===== config.mk =====
export PLATFORM = sky130hd
export DESIGN_NAME = i2s_tx
export DESIGN_NICKNAME = d
export VERILOG_FILES = /design/src/rtl/i2s_tx.sv
export SDC_FILE = /design/constraint.sdc
export NUM_CORES = 1
export LEC_CHECK = 0
export BUFFER_PORTS_ARGS = -buffer_cell sky130_fd_sc_hd__clkbuf_2
export CORE_AREA = 2 2 87 89
export CTS_CLUSTER_DIAMETER = 40
export DETAILED_ROUTE_END_ITERATION = 8
export DIE_AREA = 0 0 89 91
export GPL_ROUTABILITY_DRIVEN = 0
export PLACE_DENSITY_LB_ADDON = 0.08
export SKIP_CTS_REPAIR_TIMING = 1
export SYNTH_ARGS = -nofsm -noshare
export SYNTH_HDL_FRONTEND = slang
export SYNTH_SLANG_ARGS = --single-unit

===== constraint.sdc =====
create_clock -name clk -period 3.7 [get_ports clk]
set_input_delay 0.74 -clock clk [delete_from_list [all_inputs] [get_ports clk]]
set_output_delay 0.74 -clock clk [all_outputs]
set_load 0.02 [all_outputs]

===== src/rtl/i2s_tx.sv =====
// ------------------------------------------------------------------------
// i2s_tx - I2S transmitter, divides clk into bclk/ws and shifts out one
// stereo pair per frame with the standard one-bit delay.   Rev 1.0
// ------------------------------------------------------------------------
`default_nettype none

module i2s_tx #(
  parameter int DATA_W = 18,
  parameter int SLOT_W = 32,
  parameter int DIV    = 4
) (
  input  logic              clk,
  input  logic              reset,
  input  logic              enable,
  input  logic [DATA_W-1:0] d_left,
  input  logic [DATA_W-1:0] d_right,
  input  logic              sample_valid,
  output logic              sample_ready,
  output logic              bclk,
  output logic              ws,
  output logic              sd,
  output logic              frame_start,
  output logic              underrun
);

  localparam int DIV_W = $clog2(DIV);
  localparam int B_W   = $clog2(2 * SLOT_W);

  localparam logic [DIV_W-1:0] DIV_LAST = DIV_W'(DIV - 1);
  localparam logic [B_W-1:0]   B_LAST   = B_W'(2 * SLOT_W - 1);
  localparam logic [B_W-1:0]   B_SLOT   = B_W'(SLOT_W);
  localparam logic [B_W-1:0]   L_LAST   = B_W'(DATA_W);
  localparam logic [B_W-1:0]   R_FIRST  = B_W'(SLOT_W + 1);
  localparam logic [B_W-1:0]   R_LAST   = B_W'(SLOT_W + DATA_W);

  logic [DIV_W-1:0]  div_q;
  logic              bclk_q;
  logic              started_q;
  logic [B_W-1:0]    b_q;
  logic [B_W-1:0]    b_d;
  logic              ws_q;
  logic              sd_q;
  logic              fs_q;
  logic              ur_q;
  logic              full_q;
  logic [DATA_W-1:0] hold_l_q;
  logic [DATA_W-1:0] hold_r_q;
  logic [DATA_W-1:0] sh_l_q;
  logic [DATA_W-1:0] sh_r_q;

  logic w_div_wrap;
  logic w_fall;
  logic w_wrap;
  logic w_accept;

  assign w_div_wrap = (div_q == DIV_LAST);
  assign w_fall     = enable && bclk_q && w_div_wrap;
  assign w_accept   = sample_valid && !full_q;

  // The first falling edge after enable enters b=0 rather than advancing.
  always_comb begin
    b_d = '0;
    if (started_q && (b_q != B_LAST)) begin
      b_d = b_q + 1'b1;
    end
  end

  assign w_wrap = w_fall && (b_d == '0);

  always_ff @(posedge clk) begin
    if (reset) begin
      div_q     <= '0;
      bclk_q    <= 1'b0;
      started_q <= 1'b0;
      b_q       <= '0;
      ws_q      <= 1'b0;
      sd_q      <= 1'b0;
      fs_q      <= 1'b0;
      ur_q      <= 1'b0;
      full_q    <= 1'b0;
      hold_l_q  <= '0;
      hold_r_q  <= '0;
      sh_l_q    <= '0;
      sh_r_q    <= '0;
    end else begin
      // Transfer uses the pre-edge full flag; a same-cycle accept waits a frame.
      if (w_wrap && full_q) begin
        full_q <= 1'b0;
      end else if (w_accept) begin
        full_q   <= 1'b1;
        hold_l_q <= d_left;
        hold_r_q <= d_right;
      end
      fs_q <= w_wrap;
      ur_q <= w_wrap && !full_q;

      if (!enable) begin
        div_q     <= '0;
        bclk_q    <= 1'b0;
        started_q <= 1'b0;
        b_q       <= '0;
        ws_q      <= 1'b0;
        sd_q      <= 1'b0;
        sh_l_q    <= '0;
        sh_r_q    <= '0;
      end else begin
        div_q <= w_div_wrap ? '0 : div_q + 1'b1;
        if (w_div_wrap) begin
          bclk_q <= ~bclk_q;
        end
        if (w_fall) begin
          started_q <= 1'b1;
          b_q       <= b_d;
          ws_q      <= (b_d >= B_SLOT);
          if (b_d == '0) begin
            sh_l_q <= full_q ? hold_l_q : '0;
            sh_r_q <= full_q ? hold_r_q : '0;
            sd_q   <= 1'b0;
          end else if (b_d <= L_LAST) begin
            sd_q   <= sh_l_q[DATA_W-1];
            sh_l_q <= {sh_l_q[DATA_W-2:0], 1'b0};
          end else if ((b_d >= R_FIRST) && (b_d <= R_LAST)) begin
            sd_q   <= sh_r_q[DATA_W-1];
            sh_r_q <= {sh_r_q[DATA_W-2:0], 1'b0};
          end else begin
            sd_q <= 1'b0;
          end
        end
      end
    end
  end

  assign sample_ready = !full_q;
  assign bclk         = bclk_q;
  assign ws           = ws_q;
  assign sd           = sd_q;
  assign frame_start  = fs_q;
  assign underrun     = ur_q;

endmodule

`default_nettype wire


==> reports/results.md <==
| Group | Quantity | This run |
|:---|:---|:---|
| status | Result of the run | finished clean |
| global route | Maximum number of pins on one net before global-route repair | 42 |
| synth | Portion of the post-synthesis area used by sequential elements | 45.5% |
| cells and area | Antenna diodes | 0 |
| min path | Min-Delay Path Class | flip-flop to flip-flop |
| die | Site row count | 31 |
| cells and area | Number of fill cells in the layout | 688 |
| sta | Slew @ Worst Pin | 1.12 ns |
| clocking | Clk Tree Root Cell | sky130_fd_sc_hd__clkbuf_8 |
| critical path | Worst EP required | 3.94 ns |
| synth | Ys async rst share | 0% |
| global route | Total Routing Usage GR | 22.3% |
| critical path | Data arrival, critical path | 3.00 ns |
| sta | Count of endpoints failing hold in the final timing report | 0 |
| clocking | Worst-skew pair later-pin latency | 0.35 ns |
| die | Effective utilization at floorplan | 53.6% |
| global route | Number of global-route vias before repair | 3,037 |
| sta | Shortest clock period the worst path allows after layout | 2.77 ns |
| clocking | Clock-pin slew on the worst setup and hold paths | 0.09 ns |
| clocking | Count of clock tree sinks | 87 |
| placed design | HPWL reported at the end of detailed placement | 5.35 mm |
| placed design | Pre-CTS worst setup slack | 0.995 ns |
| cells and area | Share of layout cells above drive strength 1 | 18.4% |
| route | Detailed-route DRC error count | 0 |
| job | Number of maximum-capacitance constraint violations | 0 |
| critical path | Maximum net fanout on the critical path | 26 |
| power and ir drop | Tot Pwr | 1760 uW |
| power and ir drop | Max IR drop VDD | 0.249 mV |
| clocking | Number of levels the H-tree was split into | 3 |
| cells and area | FF/Latch Area | 1740 um2 |
| cells and area | Most frequent cells in the layout | sky130_fd_sc_hd__nand2_1, sky130_fd_sc_hd__dfxtp_1, sky130_fd_sc_hd__a21oi_1 |
| critical path | Critical setup path kind | flip-flop to flip-flop |
| power and ir drop | Pwr per Cell Area | 415 nW/um2 |
| route | Total routed wirelength | 8.48 mm |
| synth | Most used flip-flop cell after synthesis | sky130_fd_sc_hd__dfxtp_1 |
| global route | First-pass GRT wire length | 14.4 mm |
| cells and area | Post-Route Utilization | 59.4% |
| critical path | Kind of start point of the critical path | flip-flop |
| die | Full die area | 8100 um2 |
| cells and area | Multi-input gate area | 1850 um2 |
| synth | Number of storage elements in the synthesis netlist | 87 |
| route | Average wire length per cell after detail routing | 14.4 um |
| global route | Number of antenna violations at the first check in global routing | 0 |
| synth | Area of the mapped netlist | 3820 um2 |
| die | Die span in y | 91 um |
| clocking | Clock Tree Buf Depth | 2 |
| synth | Yosys warnings | 0 |
| cells and area | P&R area growth vs syn | 10.8% |
| sta | Highest achievable clock rate | 0.361 GHz |
| route | Length of the first detailed-routing pass in iterations | 4 |
| sta | Setup TNS after final layout | 0 ns |
| synth | Number of synthesized flops with an enable pin | 0 |
| clocking | TritonCTS clock tree | built |
| die | Number of top-level pins | 46 |
| sta | Final WS setup | 0.931 ns |
| die | DIE WIDTH | 89 um |
| cells and area | Net count reported at finish | 526 |
| sta | Unrepaired setup endpoints after global routing | false |
| power and ir drop | Total leakage power | 0.00162 uW |
| synth | Synthesized Nets | 502 |
| critical path | Sort of element at the end of the critical path | flip-flop |
| synth | Cells after synthesis | 460 |
| critical path | Register-to-Register Setup Slack | 0.93 ns |
| route | Avg Vias per Cell | 5.65 |
| route | Initial DRC count | 235 |
| sta | Final setup skew | 0.0125 ns |
| route | Vias post-DR | 3,320 |
| placed design | Count of port buffers added during placement | 45 |
| sta | Max-slew headroom | 25.3% |
| synth | Synth unique cells | 46 |
| clocking | CTS buffer count | 9 |
| sta | Final setup violation count | 0 |
| synth | Per-instance average area after synthesis | 8.32 um2 |
| cells and area | Commonest non-fill, non-tap cell in the layout | sky130_fd_sc_hd__nand2_1 |
| die | Total core area | 7140 um2 |
| sta | Final critical-path share of the clock period | 74.8% |
| sta | Number of slew-limit violations in the final report | 0 |
| global route | Leftover overflow at the end of global routing | 0 |
| route | Number of nets with antenna violations after routing | 0 |
-- Yosys cell counts, types with 5 or more instances --
| cell type | instances | area [um2] |
|---|---|---|
| sky130_fd_sc_hd__nand2_1 | 120 | 450 |
| sky130_fd_sc_hd__dfxtp_1 | 87 | 1740 |
| sky130_fd_sc_hd__a21oi_1 | 46 | 230 |
| sky130_fd_sc_hd__nand3_1 | 24 | 120 |
| sky130_fd_sc_hd__clkbuf_1 | 23 | 86.3 |
| sky130_fd_sc_hd__o21ai_0 | 20 | 100 |
| sky130_fd_sc_hd__o21ai_1 | 18 | 90.1 |
| sky130_fd_sc_hd__a31oi_1 | 17 | 106 |
| sky130_fd_sc_hd__o311a_1 | 17 | 170 |
| sky130_fd_sc_hd__o221ai_2 | 10 | 150 |
| sky130_fd_sc_hd__nor2_1 | 8 | 30.0 |
| sky130_fd_sc_hd__buf_2 | 7 | 35.0 |
| sky130_fd_sc_hd__o221ai_1 | 7 | 61.3 |
| sky130_fd_sc_hd__buf_6 | 6 | 67.6 |
| sky130_fd_sc_hd__buf_4 | 5 | 37.5 |
-- kinds of logic after synthesis --
group           count (synthesis)  share of synthesized area (%)
compound gates                142                           25.5
xor+xnor                        2                          0.458
fa+ha+maj                       2                          0.654
buf+inv                        44                           6.22
flops                          87                           45.5
mux                             1                          0.294
simple gates                  182                           21.3
-- through the flow --
| stage | instances | area (um2) | hold WS, ns |
|---|---|---|---|
| finish | 588 | 4240 | 0.425 |
| global route | 588 | 4240 | 0.478 |
| CTS | 588 | 4240 | 0.429 |
| detailed placement | 572 | 4030 | 0.417 |
| global placement | 572 | 4030 | 0.413 |
| floorplan | 460 | 3820 | 0.404 |
-- metal layers --
| layer | GRT usage, % | wire length [um] | up-vias | share of wire [%] |
|---|---|---|---|---|
| li1 | - | - | 1691 | - |
| met1 | 30.6 | 3940 | 1553 | 46 |
| met2 | 35.8 | 4150 | 69 | 49 |
| met3 | 3.00 | 305 | 7 | 3.6 |
| met4 | 7.96 | 88 | 0 | 1.0 |
| met5 | 0 | 0 | - | 0 |
-- cell type report --
class                           instances  area share (%)
Inverter                                3           0.266
Tap cell                               99            2.92
Clock buffer                           10            3.25
Multi-Input combinational cell        329            43.7
Clock inverter                          6            1.62
Timing Repair Buffer                   54            7.20
Sequential cell                        87            41.1
-- state kept, by name (all words and copies together), names as in the netlist --
register,flops
b_q,6
hold_l_q,18
hold_r_q,18
sh_l_q,18
bclk,1
underrun,1
full_q,1
ws,1
started_q,1
frame_start,1
div_q,2
sd,1
sh_r_q,18
-- worst max-delay path, cell delays in order (launching register included) --
cell and delay [ns]:
sky130_fd_sc_hd__dfxtp_1 0.51, sky130_fd_sc_hd__nand3_1 0.20, sky130_fd_sc_hd__or4_1 0.48, sky130_fd_sc_hd__nand3_2 0.35, sky130_fd_sc_hd__and4_1 0.57, sky130_fd_sc_hd__buf_12 0.24
sky130_fd_sc_hd__o221ai_1 0.14, sky130_fd_sc_hd__o311a_1 0.17
-- final timing paths --
| kind | from | end | depth (start not counted) |
|---|---|---|---|
| hold / removal | div_q[0] | div_q[0] | 1 |
| setup reg to reg | b_q[2] | sh_r_q[3] | 7 |
| hold reg to reg | div_q[0] | div_q[0] | 1 |
| setup / recovery | b_q[2] | sh_r_q[3] | 7 |
-- power breakdown --
part	switching, uW	internal [uW]
clock network	350	334
registers	11.1	959
logic	66.8	38.6
Note: power is estimated with default switching activity, not from simulation.
